### config.mk
export PLATFORM = sky130hd
export DESIGN_NAME = bus_arbiter
export DESIGN_NICKNAME = d
export VERILOG_FILES = /design/src/rtl/bus_arbiter.sv
export SDC_FILE = /design/constraint.sdc
export NUM_CORES = 1
export LEC_CHECK = 0
export CAP_MARGIN = 10
export CORE_AREA = 2 2 82 84
export CTS_CLUSTER_SIZE = 10
export DETAILED_ROUTE_END_ITERATION = 8
export DIE_AREA = 0 0 84 86
export PLACE_DENSITY = 0.78
export SYNTH_ARGS = -nofsm -noshare
export SYNTH_HDL_FRONTEND = slang
export SYNTH_SLANG_ARGS = --single-unit
### constraint.sdc
create_clock -name clock -period 1.9 [get_ports clock]
set_input_delay 0.19 -clock clock [delete_from_list [all_inputs] [get_ports clock]]
set_output_delay 0.19 -clock clock [all_outputs]
set_load 0.05 [all_outputs]
### src/rtl/bus_arbiter.sv
// Two-master arbiter for the 32-bit CPU memory/IO bus: registered grants, round-robin
// on contention, owner lock, hold-time limit and a one-cycle turnaround between owners.
module bus_arbiter #(
    parameter int unsigned MAX_HOLD   = 16,
    parameter int unsigned HOLD_WIDTH = 8
) (
    input  logic        clock,
    input  logic        reset,
    input  logic        m0_req,
    input  logic        m0_lock,
    input  logic [29:0] m0_address,
    input  logic [31:0] m0_data_out,
    input  logic [3:0]  m0_data_strobes,
    input  logic        m0_read,
    input  logic        m0_write,
    output logic        m0_grant,
    input  logic        m1_req,
    input  logic        m1_lock,
    input  logic [29:0] m1_address,
    input  logic [31:0] m1_data_out,
    input  logic [3:0]  m1_data_strobes,
    input  logic        m1_read,
    input  logic        m1_write,
    output logic        m1_grant,
    output logic [29:0] bus_address,
    output logic [31:0] bus_data_out,
    output logic [3:0]  bus_data_strobes,
    output logic        bus_read,
    output logic        bus_write,
    output logic        busy
);

    typedef enum logic [1:0] {
        IDLE = 2'd0,
        OWN0 = 2'd1,
        OWN1 = 2'd2,
        TURN = 2'd3
    } state_t;

    localparam logic                  HOLD_ENABLE = (MAX_HOLD != 32'd0);
    localparam logic [HOLD_WIDTH-1:0] HOLD_LIMIT  =
        (MAX_HOLD == 32'd0) ? {HOLD_WIDTH{1'b0}} : HOLD_WIDTH'(MAX_HOLD - 32'd1);
    localparam logic [HOLD_WIDTH-1:0] HOLD_ONE    = HOLD_WIDTH'(32'd1);

    state_t                state_q, state_d;
    logic                  last_owner_q, last_owner_d;
    logic [HOLD_WIDTH-1:0] hold_count_q, hold_count_d;

    // Waiting-cycle counter: counts while the other master waits, saturating at all-ones.
    function automatic logic [HOLD_WIDTH-1:0] hold_next(
        input logic                  other_req,
        input logic [HOLD_WIDTH-1:0] cur
    );
        logic [HOLD_WIDTH-1:0] nxt;
        if (!other_req) begin
            nxt = {HOLD_WIDTH{1'b0}};
        end else if (cur == {HOLD_WIDTH{1'b1}}) begin
            nxt = cur;
        end else begin
            nxt = cur + HOLD_ONE;
        end
        return nxt;
    endfunction

    // State, round-robin history and hold counter registers.
    always_ff @(posedge clock or negedge reset) begin
        if (!reset) begin
            state_q      <= IDLE;
            last_owner_q <= 1'b1;
            hold_count_q <= {HOLD_WIDTH{1'b0}};
        end else begin
            state_q      <= state_d;
            last_owner_q <= last_owner_d;
            hold_count_q <= hold_count_d;
        end
    end

    // Next-state logic: arbitration from IDLE/TURN, release decisions while owned.
    always_comb begin
        state_d      = state_q;
        last_owner_d = last_owner_q;
        hold_count_d = hold_count_q;
        case (state_q)
            IDLE, TURN: begin
                hold_count_d = {HOLD_WIDTH{1'b0}};
                // On contention the master that did not own last wins.
                if (m0_req && m1_req) begin
                    if (last_owner_q) begin
                        state_d      = OWN0;
                        last_owner_d = 1'b0;
                    end else begin
                        state_d      = OWN1;
                        last_owner_d = 1'b1;
                    end
                end else if (m0_req) begin
                    state_d      = OWN0;
                    last_owner_d = 1'b0;
                end else if (m1_req) begin
                    state_d      = OWN1;
                    last_owner_d = 1'b1;
                end else begin
                    state_d = IDLE;
                end
            end
            OWN0: begin
                hold_count_d = hold_next(m1_req, hold_count_q);
                if (!m0_req ||
                    (HOLD_ENABLE && m1_req && (hold_count_q >= HOLD_LIMIT) && !m0_lock)) begin
                    state_d = m1_req ? TURN : IDLE;
                end else begin
                    state_d = OWN0;
                end
            end
            OWN1: begin
                hold_count_d = hold_next(m0_req, hold_count_q);
                if (!m1_req ||
                    (HOLD_ENABLE && m0_req && (hold_count_q >= HOLD_LIMIT) && !m1_lock)) begin
                    state_d = m0_req ? TURN : IDLE;
                end else begin
                    state_d = OWN1;
                end
            end
            default: begin
                state_d      = IDLE;
                hold_count_d = {HOLD_WIDTH{1'b0}};
            end
        endcase
    end

    assign m0_grant = (state_q == OWN0);
    assign m1_grant = (state_q == OWN1);
    assign busy     = m0_grant | m1_grant;

    // Bus mux driven by the registered owner; no owner means a quiet bus.
    always_comb begin
        bus_address      = 30'd0;
        bus_data_out     = 32'd0;
        bus_data_strobes = 4'd0;
        bus_read         = 1'b0;
        bus_write        = 1'b0;
        case (state_q)
            OWN0: begin
                bus_address      = m0_address;
                bus_data_out     = m0_data_out;
                bus_data_strobes = m0_data_strobes;
                bus_read         = m0_read;
                bus_write        = m0_write;
            end
            OWN1: begin
                bus_address      = m1_address;
                bus_data_out     = m1_data_out;
                bus_data_strobes = m1_data_strobes;
                bus_read         = m1_read;
                bus_write        = m1_write;
            end
            default: begin
                bus_address      = 30'd0;
                bus_data_out     = 32'd0;
                bus_data_strobes = 4'd0;
                bus_read         = 1'b0;
                bus_write        = 1'b0;
            end
        endcase
    end

endmodule

# Word level (Yosys, flattened, before mapping)
# Cells that the tools add are included.
# word_totals
out_inout_bits,71
word_cells,47
mem_bits_ro,0
in_bits,142
memories,0
latchBits,0
ramBits,0
register_bits,11
# op_classes
n_lt_le_gt_ge,1
bitwise,1
multipliers,0
n_eq_ne,4
n_shift,0
n_mux,22
div,0
n_reduce_logical,15
add_sub_neg,1
# op_table
cell,n
case mux 32 bit (2 select lines),1
case mux 30 bit (2 select lines),1
two-way mux 8 bit,3
case mux 8 bit (3 select lines),1
two-way mux 2 bit,8
adder 8 x 1 -> 8 bit (second input constant),1
== test 8 bit (second input constant),1
greater-or-equal comparator 8 x 4 -> 1 bit (second input constant),1
case mux 4 bit (2 select lines),1
case mux 2 bit (3 select lines),1
logical AND 1 bit,5
== test 2 bit (second input constant),2
zero test 1 bit,4
two-way mux 1 bit,4
case mux 1 bit (2 select lines),2
nonzero test 3 bit,1
== test 2 x 1 -> 1 bit (second input constant),1
zero test 2 bit,1
logical OR 1 bit,2
AND reduction 2 bit,1
OR reduction 2 bit,1
OR 1 bit,1

# Logic depth before layout (Yosys ltp)
# depth
depth_word,6
depth_mapped,7
depth_no_buf,5

# Least setup slack after synthesis
# Ideal clock, no wire load.
# synth_path
path_type,register to output
startpoint,register state_q[1]
endpoint,output port bus_address[16]
setup_slack_ns,-0.532
t_required_ns,1.710
path_stages_with_launch,8
n_path_buf,3
arrival_ns,2.242
cell_sequence,dfrtp_1 -> inv_1 -> ha_1 -> buf_2 -> buf_2 -> buf_2 -> a22oi_1 -> nor2_1
# synth_via
elab_chain_cells,2
elab_cells_between_ends,3
classes_between,eq/ne: 2; mux: 1
# synth_lines
element,line,source
from (decl),45,"state_t state_q, state_d;"
from (signal assigned),72,state_q <= state_d;
== test 2 x 1 -> 1 bit,--,
net m0_grant,16,"output logic m0_grant,"
case mux 30 bit (2 select lines),141,case (state_q)
to (decl),25,"output logic [29:0] bus_address,"
# The timed path passes the listed nets, and every way through them passes these cells.

# Worst setup path in the final report
# layout_path
startpoint,register state_q[0]
endpoint,output port bus_address[14]
# layout_via
elab_chain_cells,2
elab_cells_between_ends,3
classes_between,eq/ne: 2; mux: 1
# layout_lines
element,line
== test 2 bit or == test 2 x 1 -> 1 bit (tied branches),141
case mux 30 bit (2 select lines) *,141
# Every way passes the cells marked *; elsewhere a longest branch is shown, timed or not.

==> qor.yml <==
grt_overflow: 0
p_per_area_nw_per_um2: 1935
drv_cap: 0
grt_first_pass_wirelength_mm: 15.57
die_h_um: 86
fin_skew_ns: 0.001213
synthDistinctLibCells: 30
cts_tree: "done"
cts-root-buf: "clkbuf_8"
crit_type: "register to primary output"
slew-limit-headroom_pct: 66.82
first_pass_iters: 4
drt_iter0_drc: 132
diodes: 0
gp_congestion: 0.8792
wl_met3_um: 707
reg2reg_depth: 6
clock_sinks: 11
ys_ff_latch: 11
synth_nets: 376
report.final.hold_viol_count: 0
tns_ns: 0
crit_required_ns: 1.71
total_power_mw: 9.901
coreArea_um2: 6277
timing.rr.end: "hold_count_q[4]$_DFF_PN0_"
start_kind: "register"
drv_slew: 0
synth.avg_cell_area_um2: 6.603
clk_path_buf_depth: 2
initial_utilization_pct: 24.30
crit_arrival_ns: 1.66
via_per_inst: 5.396
ctsHoldBuffers: 0
status: "finished clean"
met2WireLength_mm: 5.560
syn_to_final_growth_pct: 235.4
wire_per_inst_um: 20.29
drc: 0
cp-end-kind: "primary output"
grt_use_total_pct: 26.92
netlist_instances: 231
routed.top_layer: "met4"
num-fill-cells: 361
grt_pass1_vias: 2935
fmax_ghz: 0.5412
io_buffers: 212
regArea_um2: 276.5
grt_setup_unrepaired: "no"
dp_hpwl_mm: 8.007
p_leak_nw: 1.787
syn_area_um2: 1525
grt_max_degree: 48
yosysWarningCount: 0
vias: 2768
die_x_um: 84
antenna_left: 0
ios: 213
final_net_count: 582
fin_crit_sh_pct: 97.25
antenna_found_initial: 0
cp-endpoint: "bus_address[14]"
tightestPinTransition_ns: 0.4961
htree_levels: 1
wirelength_mm: 10.41
wl_met1_mm: 3.744
multi_input_area_um2: 1650
critPathMaxFanout: 24
cts_buffers: 3
reg2reg_slack_ns: 0.21
drive_gt1_share_pct: 37.84
setup_viol: 0
worstHoldPathType: "input port to asynchronous set/reset pin"
die_area_um2: 7224
max-vdd-ir-drop_mv: 1.281
clk_pin_slew_ns: 0.05
clock_latency_ns: 0.24
synth_seq_area_share_pct: 18.13
row_count: 29
crit_path_start: "state_q[0]$_DFF_PN0_"
min_period_ns: 1.848
rr_startpoint: "state_q[0]$_DFF_PN0_"
## state kept, by name, summed over array words and instances (netlist names)
name / cells
hold_count_q: 8
last_owner_q: 1
state_q: 2
## cells in the mapped netlist
library cell | count | area, um2
buf_4 | 1 | 7.510
nor4_1 | 1 | 6.260
nand4_1 | 2 | 12.51
and2_1 | 1 | 6.260
a21oi_1 | 4 | 20.02
a22o_1 | 2 | 17.52
nand2_1 | 6 | 22.52
dfrtp_1 | 10 | 250.2
o21ai_0 | 5 | 25.02
and3_2 | 1 | 7.510
a22oi_1 | 68 | 510.5
nand3b_1 | 1 | 7.510
nor4_4 | 1 | 21.27
buf_2 | 6 | 30.03
and4_1 | 1 | 8.760
clkbuf_1 | 14 | 52.55
a21boi_0 | 1 | 7.510
a211oi_1 | 5 | 37.54
nand3_1 | 5 | 25.02
buf_1 | 3 | 11.26
inv_1 | 6 | 22.52
dfstp_2 | 1 | 26.28
a2bb2oi_1 | 1 | 8.760
nor3_1 | 4 | 20.02
ha_1 | 3 | 37.54
nor2_1 | 71 | 266.5
o41a_1 | 1 | 11.26
a31oi_1 | 2 | 12.51
nor3b_1 | 3 | 22.52
mux2i_1 | 1 | 10.01
## where the power goes
group	internal (mW)	switching [mW]	total [mW]
clock	0.147	0.0895	0.237
combinational	3.96	5.37	9.33
sequential	0.286	0.0440	0.330
## metrics by stage
stage | util, % | hold WS (ns) | cell area, um2 | setup WS (ns) | std cells
floorplan | - | -0.1056 | 2006 | -0.1151 | 231
global placement | 79.03 | 0.5223 | 4961 | 0.2535 | 505
detailed placement | 79.03 | 0.5355 | 4961 | 0.2122 | 505
CTS | 80.63 | 0.3004 | 5061 | 0.0009658 | 511
global route | 81.50 | 0.3212 | 5116 | 0.004008 | 513
finish | 81.50 | 0.2835 | 5116 | 0.05221 | 513
## worst max-delay path: stages, from the launching register on
cell and delay (ns):
dfrtp_1 0.38, inv_1 0.09, ha_4 0.20, buf_12 0.16
a22oi_1 0.33, nor2_4 0.08, buf_12 0.16
## worst min path at each step
| stage | slack (ns) | cells past startpoint | end |
|---|---|---|---|
| 2_1_floorplan | -0.11 | 0 | hold_count_q[0]$_DFF_PN0_ |
| 3_3_place_gp | 0.52 | 2 | last_owner_q$_DFFE_PN1P_ |
| 3_5_place_dp | 0.54 | 2 | last_owner_q$_DFFE_PN1P_ |
| 4_1_cts | 0.30 | 1 | hold_count_q[0]$_DFF_PN0_ |
| 5_1_grt | 0.32 | 1 | hold_count_q[0]$_DFF_PN0_ |
| 6_report | 0.28 | 1 | hold_count_q[0]$_DFF_PN0_ |
## per-layer routing
| metal | up-vias | track usage (%) |
|---|---|---|
| met2 | 177 | 50.84 |
| met4 | 0 | 10.41 |
| met3 | 32 | 5.197 |
| li1 | 1288 | - |
| met5 | - | 0 |
| met1 | 1271 | 29.70 |
## area by class of cell
| cell class | instances | share of cell area (%) |
|---|---|---|
| repair buffers | 225 | 59.13 |
| well taps | 77 | 1.883 |
| flip-flops and latches | 11 | 5.405 |
| multi-input cells | 190 | 32.26 |
| inverters | 6 | 0.4402 |
| clock buffers | 4 | 0.8804 |
## logic make-up (layout without fill, tap and decap cells)
family          after synthesis  in the layout  share of synthesized area (%)
buf+inv                      30            235                          8.121
simple gates                 97             97                          27.97
compound gates               89             89                          42.66
fa+ha+maj                     3              3                          2.461
flops                        11             11                          18.13
mux                           1              1                         0.6563
## timing repair
action                                  4_1_cts  5_1_grt
setup buffers                                 1        1
endpoints found under the setup margin       52       60
cloned                                        1        1
gates resized for setup                       2        7
## cell usage in the layout (no fill, tap or decap), types with 2 or more instances in the layout
master / Yosys / layout
buf_12: 0 / 75
nor2_1: 71 / 3
a21oi_1: 4 / 4
nor2_2: 0 / 7
dfrtp_1: 10 / 10
clkdlybuf4s50_1: 0 / 141
a22oi_1: 68 / 63
a22o_1: 2 / 2
nor3b_1: 3 / 3
inv_1: 6 / 6
nand4_1: 2 / 2
buf_6: 0 / 2
clkbuf_8: 0 / 3
a31oi_1: 2 / 2
nand2_1: 6 / 6
nor3_1: 4 / 4
ha_4: 0 / 2
nand3_1: 5 / 5
o21ai_0: 5 / 5
a211oi_1: 5 / 5
a22oi_2: 0 / 5
buf_4: 1 / 5
nor2_4: 0 / 61
(Power assumes the default switching activity.)
